<file path="src/rtl/mem_arbiter.sv">
// Round-robin arbiter sharing one main-memory port between I-cache refill and
// D-cache refill/writeback traffic, with one outstanding transaction at a time.
module mem_arbiter #(
   parameter int ADDR_W = 32,
   parameter int LINE_W = 128,
   parameter int CNT_W  = 32
) (
   input  logic              clk,
   input  logic              rst,
   input  logic              ic_req_valid,
   input  logic [ADDR_W-1:0] ic_req_addr,
   output logic              ic_rsp_valid,
   output logic [LINE_W-1:0] ic_rsp_rdata,
   input  logic              dc_req_valid,
   input  logic              dc_req_we,
   input  logic [ADDR_W-1:0] dc_req_addr,
   input  logic [LINE_W-1:0] dc_req_wdata,
   output logic              dc_rsp_valid,
   output logic [LINE_W-1:0] dc_rsp_rdata,
   output logic              mem_req_valid,
   input  logic              mem_req_ready,
   output logic              mem_we,
   output logic [ADDR_W-1:0] mem_addr,
   output logic [LINE_W-1:0] mem_wdata,
   input  logic              mem_rsp_valid,
   input  logic [LINE_W-1:0] mem_rsp_rdata,
   output logic              busy,
   output logic [CNT_W-1:0]  ic_wait_cnt,
   output logic [CNT_W-1:0]  dc_wait_cnt,
   output logic              protocol_err
);

   localparam int OFF_W = $clog2(LINE_W / 8);
   localparam logic [ADDR_W-1:0] ADDR_MASK = ~((ADDR_W'(1) << OFF_W) - ADDR_W'(1));

   typedef enum logic [1:0] {S_IDLE, S_ISSUE, S_WAIT, S_RESP} state_e;

   state_e            state_q;
   logic              owner_dc_q;
   logic              last_dc_q;
   logic              mem_req_valid_q;
   logic              mem_we_q;
   logic [ADDR_W-1:0] mem_addr_q;
   logic [LINE_W-1:0] mem_wdata_q;
   logic              ic_rsp_valid_q;
   logic [LINE_W-1:0] ic_rsp_rdata_q;
   logic              dc_rsp_valid_q;
   logic [LINE_W-1:0] dc_rsp_rdata_q;
   logic              busy_q;
   logic              protocol_err_q;
   logic [CNT_W-1:0]  ic_wait_cnt_q;
   logic [CNT_W-1:0]  ic_wait_cnt_d;
   logic [CNT_W-1:0]  dc_wait_cnt_q;
   logic [CNT_W-1:0]  dc_wait_cnt_d;
   logic              grant_dc;
   logic              grant_ic;

   function automatic logic [CNT_W-1:0] sat_inc(input logic [CNT_W-1:0] v);
      return (&v) ? v : v + CNT_W'(1);
   endfunction

   // On a tie the requester that did not win last time gets the port.
   assign grant_dc = dc_req_valid && (!ic_req_valid || !last_dc_q);
   assign grant_ic = ic_req_valid && !grant_dc;

   always_comb begin
      ic_wait_cnt_d = ic_wait_cnt_q;
      dc_wait_cnt_d = dc_wait_cnt_q;
      if (ic_req_valid && !(state_q == S_RESP && !owner_dc_q))
         ic_wait_cnt_d = sat_inc(ic_wait_cnt_q);
      if (dc_req_valid && !(state_q == S_RESP && owner_dc_q))
         dc_wait_cnt_d = sat_inc(dc_wait_cnt_q);
   end

   always_ff @(posedge clk or posedge rst) begin
      if (rst) begin
         state_q         <= S_IDLE;
         owner_dc_q      <= 1'b0;
         last_dc_q       <= 1'b0;
         mem_req_valid_q <= 1'b0;
         mem_we_q        <= 1'b0;
         mem_addr_q      <= '0;
         mem_wdata_q     <= '0;
         ic_rsp_valid_q  <= 1'b0;
         ic_rsp_rdata_q  <= '0;
         dc_rsp_valid_q  <= 1'b0;
         dc_rsp_rdata_q  <= '0;
         busy_q          <= 1'b0;
         protocol_err_q  <= 1'b0;
         ic_wait_cnt_q   <= '0;
         dc_wait_cnt_q   <= '0;
      end else begin
         ic_wait_cnt_q <= ic_wait_cnt_d;
         dc_wait_cnt_q <= dc_wait_cnt_d;
         if (mem_rsp_valid && state_q != S_WAIT)
            protocol_err_q <= 1'b1;
         case (state_q)
            S_IDLE: begin
               if (grant_dc || grant_ic) begin
                  owner_dc_q      <= grant_dc;
                  last_dc_q       <= grant_dc;
                  mem_req_valid_q <= 1'b1;
                  mem_we_q        <= grant_dc & dc_req_we;
                  mem_addr_q      <= (grant_dc ? dc_req_addr : ic_req_addr) & ADDR_MASK;
                  mem_wdata_q     <= grant_dc ? dc_req_wdata : '0;
                  busy_q          <= 1'b1;
                  state_q         <= S_ISSUE;
               end
            end
            S_ISSUE: begin
               if (mem_req_ready) begin
                  mem_req_valid_q <= 1'b0;
                  state_q         <= S_WAIT;
               end
            end
            S_WAIT: begin
               // A writeback acknowledge returns an all-zero line.
               if (mem_rsp_valid) begin
                  if (owner_dc_q) begin
                     dc_rsp_valid_q <= 1'b1;
                     dc_rsp_rdata_q <= mem_we_q ? '0 : mem_rsp_rdata;
                  end else begin
                     ic_rsp_valid_q <= 1'b1;
                     ic_rsp_rdata_q <= mem_rsp_rdata;
                  end
                  state_q <= S_RESP;
               end
            end
            S_RESP: begin
               ic_rsp_valid_q <= 1'b0;
               ic_rsp_rdata_q <= '0;
               dc_rsp_valid_q <= 1'b0;
               dc_rsp_rdata_q <= '0;
               busy_q         <= 1'b0;
               state_q        <= S_IDLE;
            end
            default: state_q <= S_IDLE;
         endcase
      end
   end

   assign mem_req_valid = mem_req_valid_q;
   assign mem_we        = mem_we_q;
   assign mem_addr      = mem_addr_q;
   assign mem_wdata     = mem_wdata_q;
   assign ic_rsp_valid  = ic_rsp_valid_q;
   assign ic_rsp_rdata  = ic_rsp_rdata_q;
   assign dc_rsp_valid  = dc_rsp_valid_q;
   assign dc_rsp_rdata  = dc_rsp_rdata_q;
   assign busy          = busy_q;
   assign protocol_err  = protocol_err_q;
   assign ic_wait_cnt   = ic_wait_cnt_q;
   assign dc_wait_cnt   = dc_wait_cnt_q;

endmodule

</file>
<file path="config.mk">
export PLATFORM = sky130hd
export DESIGN_NAME = mem_arbiter
export DESIGN_NICKNAME = d
export VERILOG_FILES = /design/src/rtl/mem_arbiter.sv
export SDC_FILE = /design/constraint.sdc
export NUM_CORES = 1
export LEC_CHECK = 0
export BUFFER_PORTS_ARGS = -buffer_cell sky130_fd_sc_hd__buf_4
export CAP_MARGIN = 20
export CORE_AREA = 4 4 318 320
export CTS_BUF_LIST = sky130_fd_sc_hd__clkbuf_4 sky130_fd_sc_hd__clkbuf_8 sky130_fd_sc_hd__clkbuf_16
export DETAILED_ROUTE_END_ITERATION = 6
export DIE_AREA = 0 0 322 324
export PLACE_DENSITY = 0.34
export SLEW_MARGIN = 5
export SYNTH_ARGS = -nofsm -noshare
export SYNTH_HDL_FRONTEND = slang
export SYNTH_SLANG_ARGS = --single-unit
</file>
<file path="constraint.sdc">
create_clock -name clk -period 16.04 [get_ports clk]
set_clock_uncertainty 0.05 [all_clocks]
set_input_delay 0.802 -clock clk [delete_from_list [all_inputs] [get_ports clk]]
set_output_delay 0.802 -clock clk [all_outputs]
set_load 0.02 [all_outputs]
</file>
==> run_results.csv <==
group,metric,value,unit
setup_path,cp_common_cell,"buf_4",
setup_path,crit_family,"buffers and inverters",
logic_synthesis,synth_top_area_frac,0.669,
logic_synthesis,synth_cells,1308,
timing,fmax,0.295,GHz
setup_path,critical_path.max_stage_delay,0.74,ns
clock_tree,cts_hold_buf,0,
clock_tree,root_buffer,"clkbuf_16",
setup_path,cp.arrival,3.91,ns
timing,drv_slew,0,
power_and_ir_drop,report.power.total,5950,uW
drt,vias_per_cell,4.23,
setup_path,crit_buf_inv,3,
global_routing,grt_pass1_vias,15909,
outcome,status,"finished, final reports clean",
setup_path,slowest_stage,"buf_4",
logic_synthesis,async_reset_ff_frac,1.00,
final_layout,drive_gt1_frac,0.442,
power_and_ir_drop,power.density,215,nW/um^2
timing,hold_viol_final,0,
clock_tree,cts_resized,0,
power_and_ir_drop,peakVddDrop,0.106,mV
timing,min_period,3.39,ns
global_routing,grtUsageTotal,0.151,
logic_synthesis,synth_top_area_cell,"dfrtp_1",
drt,wl_per_cell,23.9,um
floorplanning,die_h,324,um
drt,drt_iter0_markers,759,
timing,setup_tns,0,ns
logic_synthesis,ys_ff_latch,485,
setup_path,worstSetupEndpointType,"flip-flop",
timing,finalSetupViolCount,0,
timing,max_slew_margin,0.203,
logic_synthesis,synthTopCellsByArea,"dfrtp_1 67%, a22o_1 19%, xnor2_1 2.4%",
placement,gp_congestion,0.795,
final_layout,post-route-util,0.282,
setup_path,crit_chain,"inv_1 > ha_1 > nand2_1 > nor4b_2 > buf_4 > buf_4 > a22o_1",
clock_tree,ctsLongestPathBuffers,3,
clock_tree,insertion_delay,0.65,ns
placement,dp_hpwl,59.3,mm
logic_synthesis,synth_warnings,0,
timing,rsz0062_at_grt,"no",
logic_synthesis,yosysSeqAreaShare,0.669,
drt,antenna_left,0,
global_routing,antenna_found_initial,16,
logic_synthesis,yosysUniqueCellTypes,43,
final_layout,layout-area-overhead-vs-synth,52.6,%
logic_synthesis,synth-main-ff-cell,"dfrtp_1",
setup_path,cp_max_fo,73,
power_and_ir_drop,power.leakage,0.0139,uW
floorplanning,die_x,322,um
drt,drt_wl_total,82.2,mm
final_layout,final_cells,3435,
floorplanning,rows,115,
global_routing,gr-total-overflow,0,
drt,drc,0,
logic_synthesis,synth.avg_cell_area,13.9,sq um
global_routing,grt_max_degree,146,
logic_synthesis,synth_common_cells,"485 x dfrtp_1, 388 x a22o_1, 94 x clkbuf_1",
floorplanning,start_util,0.185,
clock_tree,htree_levels,2,
clock_tree,cts_tree,"yes",
clock_tree,numCtsBuffers,59,
logic_synthesis,syn_area,18100,sq um
min_path,hold_path.class,"in -> async",
floorplanning,core,98100,sq um
floorplanning,dieArea,104000,sq um
drt,via_count,14529,
floorplanning,io_pins,813,
logic_synthesis,synth_edf_count,0,
final_layout,fin_nets,2423,
clock_tree,cts_sinks,485,
setup_path,critPathKind,"reg -> reg",
placement,dp.cells,3313,
clock_tree,clk_pin_slew_worst_paths,0.06,ns
setup_path,cp-start-kind,"flip-flop",
logic_synthesis,yosysMostFrequentCell,"dfrtp_1",
timing,worst_slew_pin_slew,1.20,ns
setup_path,critical_path_required,16.56,ns
timing,fin_crit_sh,0.211,
job,cap_violations,0,
drt,dr.pass1.iters,5,
placement,port_buffers,800,
global_routing,grt_pass1_wl,116,mm
timing,fin_ws,12.65,ns
placement,dp_slack,11.96,ns
clock_tree,postCtsSetupBuffers,0,
## where the power goes
part | switching (uW) | internal [uW]
Sequential | 309 | 1700
Combinational | 1490 | 1060
Clock | 549 | 838
## sequential cells by signal, summed over array words and instances (netlist names)
signal / cells
ic_wait_cnt: 32
mem_we: 1
last_dc_q: 1
dc_wait_cnt: 32
mem_addr: 28
protocol_err: 1
busy: 1
ic_rsp_valid: 1
dc_rsp_valid: 1
ic_rsp_rdata: 128
mem_req_valid: 1
mem_wdata: 128
state_q: 2
dc_rsp_rdata: 128
## path summary, 6_finish.rpt
check,slack [ns],start,depth (start not counted),to
worst min register to register,0.43,mem_addr[18]$_DFFE_PP0P_,2,mem_addr[18]$_DFFE_PP0P_
min in group clk,0.32,dc_req_wdata[40],2,mem_wdata[40]$_DFFE_PP0P_
max in group asynchronous,12.76,rst,6,dc_rsp_rdata[9]$_DFFE_PP0P_
worst max-delay path,12.65,state_q[0]$_DFFE_PP0P_,7,dc_rsp_rdata[43]$_DFFE_PP0P_
worst max register to register,12.65,state_q[0]$_DFFE_PP0P_,7,dc_rsp_rdata[43]$_DFFE_PP0P_
worst min-delay path,0.32,rst,2,mem_wdata[63]$_DFFE_PP0P_
## per-stage QoR
step	area, sq um	hold slack, ns
finish	27700	0.317
global route	27700	0.263
CTS	27600	0.251
detailed placement	25600	0.421
global placement	25600	0.415
floorplan	18100	0.478
## layout make-up
class / instances / area, sq um
flip-flops and latches: 485 / 12100
repair buffers: 820 / 6200
inverters: 10 / 45.0
fillers: 10296 / 70500
multi-input cells: 713 / 5620
clock buffers: 101 / 1950
diodes: 13 / 32.5
clock inverters: 6 / 77.6
well taps: 1287 / 1610
## metal layers
metal  wire length [um]  up-vias  GRT usage  share of wire
met1              29900     7374      0.163           0.36
li1                   -     6505          -              -
met2              41500      525      0.260           0.51
met5                132        -    0.00680         0.0016
met4               2820        6     0.0571          0.034
met3               7790      119     0.0668          0.095
## cells in the final DEF (no fill, tap or decap), types with 3 or more instances in the layout
master / netlist / routed
nand3_1: 22 / 22
mux2i_1: 28 / 28
xnor2_1: 49 / 49
and2_1: 5 / 4
nand2_1: 58 / 58
conb_1: 1 / 4
diode_2: 0 / 13
a31oi_1: 5 / 4
nor3_1: 7 / 6
a21o_1: 3 / 3
and3_1: 15 / 15
clkbuf_16: 0 / 61
nand4_1: 28 / 28
nand4b_1: 3 / 3
inv_1: 10 / 9
ha_1: 7 / 7
and4_1: 7 / 7
clkbuf_8: 0 / 20
a22o_1: 388 / 388
clkbuf_4: 0 / 20
dfrtp_1: 485 / 485
buf_4: 4 / 816
xor2_1: 12 / 12
nor4_1: 4 / 4
o21ai_0: 34 / 34
nor2_1: 13 / 12
## kinds of logic (layout without fill, tap and decap cells)
logic type                 count (synthesis)  after routing  synth area share
DFF                                      485            485             0.669
AOI/OAI and AO/OA                        440            440             0.204
and+or+nand+nor                          170            170            0.0499
buffers and inverters                    113            937            0.0246
xor gates and xnor gates                  61             61            0.0295
muxes                                     31             31            0.0175
adders and majority gates                  7              7           0.00483
other                                      1             17          0.000207
## worst register-to-register path, cell delays in order (launching register included)
cell,delay (ns)
dfrtp_1,0.41
inv_1,0.12
ha_1,0.34
nand2_1,0.16
nor4b_2,0.26
buf_4,0.73
buf_4,0.97
a22o_1,0.31
No activity file was read; power rests on OpenSTA's default activity.
